<file path="config.mk">
export PLATFORM = sky130hd
export DESIGN_NAME = seq_divider
export DESIGN_NICKNAME = d
export VERILOG_FILES = /design/src/rtl/seq_divider_pkg.sv /design/src/rtl/seq_divider_twos_negate.sv /design/src/rtl/seq_divider.sv
export SDC_FILE = /design/constraint.sdc
export NUM_CORES = 1
export LEC_CHECK = 0
export CAP_MARGIN = 20
export CORE_UTILIZATION = 60
export CTS_BUF_LIST = sky130_fd_sc_hd__clkbuf_4
export CTS_CLUSTER_SIZE = 12
export DETAILED_ROUTE_END_ITERATION = 10
export MAX_ROUTING_LAYER = met4
export PLACE_DENSITY_LB_ADDON = 0.08
export SLEW_MARGIN = 20
export SYNTH_ARGS = -nofsm -noshare
export SYNTH_HDL_FRONTEND = slang
export SYNTH_SLANG_ARGS = --single-unit
export TNS_END_PERCENT = 1
</file>
<file path="constraint.sdc">
create_clock -name Clock -period 3.5 [get_ports Clock]
set_input_delay 1.05 -clock Clock [delete_from_list [all_inputs] [get_ports Clock]]
set_output_delay 1.05 -clock Clock [all_outputs]
set_load 0.03 [all_outputs]
</file>
<file path="src/rtl/seq_divider_pkg.sv">
// Shared definitions for the sequential restoring divider: state encoding,
// the DIV ALU opcode used by the control sequence, and the default width.
package seq_divider_pkg;

    localparam int DEFAULT_WIDTH = 32;

    localparam logic [4:0] ALU_OP_DIV = 5'b00111;

    typedef enum logic [2:0] {
        ST_IDLE = 3'd0,
        ST_PREP = 3'd1,
        ST_ITER = 3'd2,
        ST_FIX  = 3'd3,
        ST_DONE = 3'd4
    } div_state_t;

endpackage

</file>
<file path="src/rtl/seq_divider_twos_negate.sv">
// Conditional two's-complement negation, used for operand magnitudes and for
// the final sign correction of quotient and remainder.
module twos_negate #(
    parameter int WIDTH = 32
) (
    input  logic             negate,
    input  logic [WIDTH-1:0] value,
    output logic [WIDTH-1:0] result
);

    assign result = negate ? (~value + {{(WIDTH-1){1'b0}}, 1'b1}) : value;

endmodule

</file>
<file path="src/rtl/seq_divider.sv">
// Multi-cycle restoring radix-2 divider, one quotient bit per clock, with
// optional signed operation and divide-by-zero reporting.
module seq_divider
    import seq_divider_pkg::*;
#(
    parameter int WIDTH     = DEFAULT_WIDTH,
    parameter bit SIGNED_EN = 1'b1
) (
    input  logic             Clock,
    input  logic             Clear,
    input  logic             start,
    input  logic             is_signed,
    input  logic [WIDTH-1:0] dividend,
    input  logic [WIDTH-1:0] divisor,
    output logic             busy,
    output logic             done,
    output logic [WIDTH-1:0] quotient,
    output logic [WIDTH-1:0] remainder,
    output logic             div_by_zero
);

    localparam int CNT_W = $clog2(WIDTH);

    div_state_t       state;
    logic [WIDTH-1:0] dvd_q, dvs_q;
    logic             sgn_q;
    logic [WIDTH-1:0] dvs_mag;
    logic [WIDTH-1:0] quo_q, rem_q;
    logic             q_neg, r_neg, dbz_q;
    logic [CNT_W-1:0] cnt_q;

    logic [WIDTH-1:0] dvd_abs, dvs_abs, quo_fix, rem_fix;
    logic [WIDTH:0]   shifted, trial;

    twos_negate #(.WIDTH(WIDTH)) u_neg_dvd (
        .negate (sgn_q & dvd_q[WIDTH-1]),
        .value  (dvd_q),
        .result (dvd_abs)
    );

    twos_negate #(.WIDTH(WIDTH)) u_neg_dvs (
        .negate (sgn_q & dvs_q[WIDTH-1]),
        .value  (dvs_q),
        .result (dvs_abs)
    );

    twos_negate #(.WIDTH(WIDTH)) u_fix_quo (
        .negate (q_neg),
        .value  (quo_q),
        .result (quo_fix)
    );

    twos_negate #(.WIDTH(WIDTH)) u_fix_rem (
        .negate (r_neg & (|rem_q)),
        .value  (rem_q),
        .result (rem_fix)
    );

    // The partial remainder briefly needs one extra bit after the shift.
    assign shifted = {rem_q, quo_q[WIDTH-1]};
    assign trial   = shifted - {1'b0, dvs_mag};

    // NOTE: every register here is updated with non-blocking assignments so all
    // of them see the pre-edge values of one another within the same clock.
    always_ff @(posedge Clock or negedge Clear) begin
        if (!Clear) begin
            state       <= ST_IDLE;
            dvd_q       <= '0;
            dvs_q       <= '0;
            sgn_q       <= 1'b0;
            dvs_mag     <= '0;
            quo_q       <= '0;
            rem_q       <= '0;
            q_neg       <= 1'b0;
            r_neg       <= 1'b0;
            dbz_q       <= 1'b0;
            cnt_q       <= '0;
            busy        <= 1'b0;
            done        <= 1'b0;
            quotient    <= '0;
            remainder   <= '0;
            div_by_zero <= 1'b0;
        end else begin
            done <= 1'b0;
            case (state)
                ST_IDLE, ST_DONE: begin
                    if (start) begin
                        dvd_q <= dividend;
                        dvs_q <= divisor;
                        sgn_q <= is_signed & SIGNED_EN;
                        busy  <= 1'b1;
                        state <= ST_PREP;
                    end else begin
                        state <= ST_IDLE;
                    end
                end
                ST_PREP: begin
                    quo_q   <= dvd_abs;
                    dvs_mag <= dvs_abs;
                    q_neg   <= sgn_q & (dvd_q[WIDTH-1] ^ dvs_q[WIDTH-1]);
                    r_neg   <= sgn_q & dvd_q[WIDTH-1];
                    rem_q   <= '0;
                    cnt_q   <= CNT_W'(WIDTH - 1);
                    dbz_q   <= (dvs_q == '0);
                    // A zero divisor skips iteration; FIX emits the flagged result.
                    state   <= (dvs_q == '0) ? ST_FIX : ST_ITER;
                end
                ST_ITER: begin
                    quo_q <= {quo_q[WIDTH-2:0], ~trial[WIDTH]};
                    rem_q <= trial[WIDTH] ? shifted[WIDTH-1:0] : trial[WIDTH-1:0];
                    if (cnt_q == '0) begin
                        state <= ST_FIX;
                    end else begin
                        cnt_q <= cnt_q - CNT_W'(1);
                    end
                end
                ST_FIX: begin
                    if (dbz_q) begin
                        quotient    <= '1;
                        remainder   <= dvd_q;
                        div_by_zero <= 1'b1;
                    end else begin
                        quotient    <= quo_fix;
                        remainder   <= rem_fix;
                        div_by_zero <= 1'b0;
                    end
                    done  <= 1'b1;
                    busy  <= 1'b0;
                    state <= ST_DONE;
                end
                default: state <= ST_IDLE;
            endcase
        end
    end

endmodule

</file>
==> impl_results.md <==
* Status: complete, no violations
* # DRC at 0
* Crit share post-route at between 90 and 100%
* Initial core utilization at between 60% and 70%
* Post-synth top flop: dfrtp_1
* Routed WL at 35.6 mm
* Setup CP Type: reg2reg
* Clock buffer depth at 3
* Synth warn at 0
* Gate power share at 55.5%
* Worst VDD drop at between 0.5 and 0.6 mV
* RSZ-0062 raised after global routing: false
* Worst skew pair latency at ~0.67 ns
* WP data arrival at 3.77 ns
* Startpoint Class: flip-flop
* Sequential share of the synthesized area at 43.7%
* Count leader, synth: dfrtp_1
* Max Slew Vio Count at 0
* PD cells at 1110 nW/um^2
* Root buffer selected by CTS: clkbuf_4
* Seq cells post-synth at around 240
* Register share of total power at 29.7%
* Final Hold Viols at 0
* Core Box Area at 22100 um^2
* Worst Path Required at roughly 4.0 ns
* Int Power at approximately 10000 uW
* P_sw at 8290 uW
* DP HPWL at ~26 mm
* CP max FO at 8
* Finished Layout Cells at roughly 2000
* Placement Rows at 54
* Synth unique cells at 69
* Die area at 23400 um^2
* Clock net sink count at around 240
* Crit end category: flip-flop
* Leading area contributor after synthesis: dfrtp_1
* Synthesized area at between 10000 and 15000 um^2
* Slew headroom at between 40% and 50%
* Share of cells above drive strength 1 at ~14%
* Port bufs at 134
* Post-synthesis async set-or-reset flop share at 100%
* Layout Nets at 1742
* Vias/cell at 5.95
* Max-Cap Viols at 0
* Synth Net Count at around 1600
* Ports at ~140
* Vias in the first global route at approximately 12000
* Min-delay worst type: in2async
* Clock transition at path regs at around 0.060 ns
* Syn Inst Count at 1469
* Post-DRT Antenna Nets at 0
* Top post-synthesis cells by area: dfrtp_1 (44%), o21ai_0 (6.4%), xor2_1 (5.7%)
* # hold bufs at CTS at 0
* Vias post-DR at 11659
* Largest net degree at the start of global routing at 97
* Chip Width at 153 um
* GRT overflow at 0
* Tmin final at roughly 3.3 ns
* Worst r2r path cells at 9
* Avg Inst Size Synth at about 9.3 um^2
* Filler cell count at 1660
* First-pass GRT wire length at ~59 mm
* Total leakage power at ~0.007 uW
* Area Growth Syn to Fin at 19.4%
* Htree depth at 3
* Setup Fix Bufs, Post-CTS at 0
* Max Fclk at around 0.3 GHz
* GR Util All Layers at between 30% and 40%
* Initial DRC Count at around 610
* Num CTS Buffers at 66
* Most frequent cells after synthesis: dfrtp_1 (239), o21ai_0 (176), nand2_1 (126)
* Clk pwr share at between 10 and 15%
* CTS tree: yes
* Initial DRT Pass Iterations at 5
* Setup TNS at 0 ns
* Initial antenna violation count at 1
* Avg WL per Cell at roughly 18 um
* Placed Cells at 1847
* Post-synth top area share at around 44%
* Sw frac at 45.7%
* Die height at between 150 and 200 um
* Worst Tran Pin Value at around 0.86 ns
* GP Congestion at approximately 0.89
* Setup violators final at 0
* Worst Skew at 0.0346 ns
* EDFF count, synth at 0
## final cells by class
type                            count  area (um^2)  share of cell area, %
Clock inverter                     14          133                  0.811
Clock buffer                       97          728                   4.45
Multi-Input combinational cell   1098         7240                   44.3
Antenna cell                        1         2.50                 0.0153
Tap cell                          280          350                   2.14
Sequential cell                   239         5980                   36.6
Inverter                           55          206                   1.26
Timing Repair Buffer              175         1720                   10.5
## critical path, stage by stage (launching register included)
cell	delay, ns
dfrtp_1	0.48
or4_4	0.58
nor4_1	0.33
or3b_1	0.45
or4_4	0.48
o31ai_4	0.25
buf_4	0.21
nor2_1	0.07
xnor2_1	0.16
o21ai_0	0.10
## state kept, by name (all words and copies together) (netlist names), 3 cells and up
signal and count:
dvd_q 32, dvs_mag 32, dvs_q 32, quo_q 32, quotient 32, rem_q 32
remainder 32, cnt_q 5, state 3
## metal layers
layer / global-route usage, % / part of all wire [%]
met1: 39.3 / 42
met2: 53.3 / 49
met3: 5.22 / 5.3
met4: 14.1 / 3.2
met5: - / 0
## timing repair
| item | 4_1_cts | 5_1_grt |
|---|---|---|
| hold endpoints to repair | 0 | 0 |
| endpoints found under the setup margin | 0 | 20 |
| resized for setup | 0 | 1 |
## kinds of logic (layout without fill, tap and decap cells)
group	Yosys count	after routing	share of synthesized area, %
DFF	239	239	43.7
and+or+nand+nor	391	391	14.0
muxes	87	87	6.91
adders and majority gates	39	39	3.62
AOI/OAI and AO/OA	432	432	18.6
buffers and inverters	132	341	3.70
xor gates and xnor gates	149	149	9.53
other	0	1	0
## power by group through the flow
stage | logic (uW) | clock network, uW | registers [uW]
detailed placement | 9980 | 0 | 5420
floorplan | 6600 | 0 | 5680
CTS | 10000 | 2730 | 5370
finish | 10100 | 2670 | 5390
global placement | 9790 | 0 | 5360
global route | 11100 | 2870 | 5580
## path summary, 6_finish.rpt
| check | startpoint | slack, ns | endpoint |
|---|---|---|---|
| hold reg to reg | dvs_mag[30] | 0.48 | dvs_mag[30] |
| hold / removal | Clear | 0.34 | quotient[25] |
| max in group asynchronous | Clear | 2.45 | dvs_q[17] |
| setup / recovery | rem_q[19] | 0.24 | remainder[7] |
| min in group Clock | dvs_mag[30] | 0.48 | dvs_mag[30] |
| setup reg to reg | rem_q[19] | 0.24 | remainder[7] |
## stage by stage
stage	util (%)	hold WS, ns	cell area, um^2	power, uW	setup WS [ns]
after floorplan	-	0.450	13700	12300	0.243
after CTS	74.0	0.307	16300	18100	0.0777
after detailed placement	70.1	0.467	15500	15400	0.156
after global placement	70.1	0.462	15500	15100	0.300
after global routing	74.0	0.340	16400	19500	0.0166
final	74.0	0.336	16400	18100	0.239
## cells in the final DEF, fill, tap and decap left out, drive strengths merged, types with 7 or more instances in the layout
cell type / synthesis / routed
dfrtp: 239 / 239
o21ai: 180 / 180
clkdlybuf4s50: 0 / 133
nand2: 126 / 126
a21oi: 121 / 121
nor2: 109 / 109
clkbuf: 70 / 97
xor2: 89 / 89
mux2: 61 / 61
xnor2: 60 / 60
inv: 55 / 57
buf: 7 / 42
ha: 38 / 38
and3: 31 / 31
a22oi: 29 / 29
o31ai: 29 / 29
mux2i: 26 / 26
nor3: 18 / 18
nor4: 16 / 16
nand2b: 16 / 16
or3: 15 / 15
o41ai: 13 / 13
a21o: 11 / 11
nand3: 11 / 11
nand4: 9 / 9
clkinv: 0 / 9
or4: 9 / 9
a32oi: 8 / 8
o211ai: 7 / 7
nor3b: 7 / 7
No activity file was read; power rests on OpenSTA's default activity.
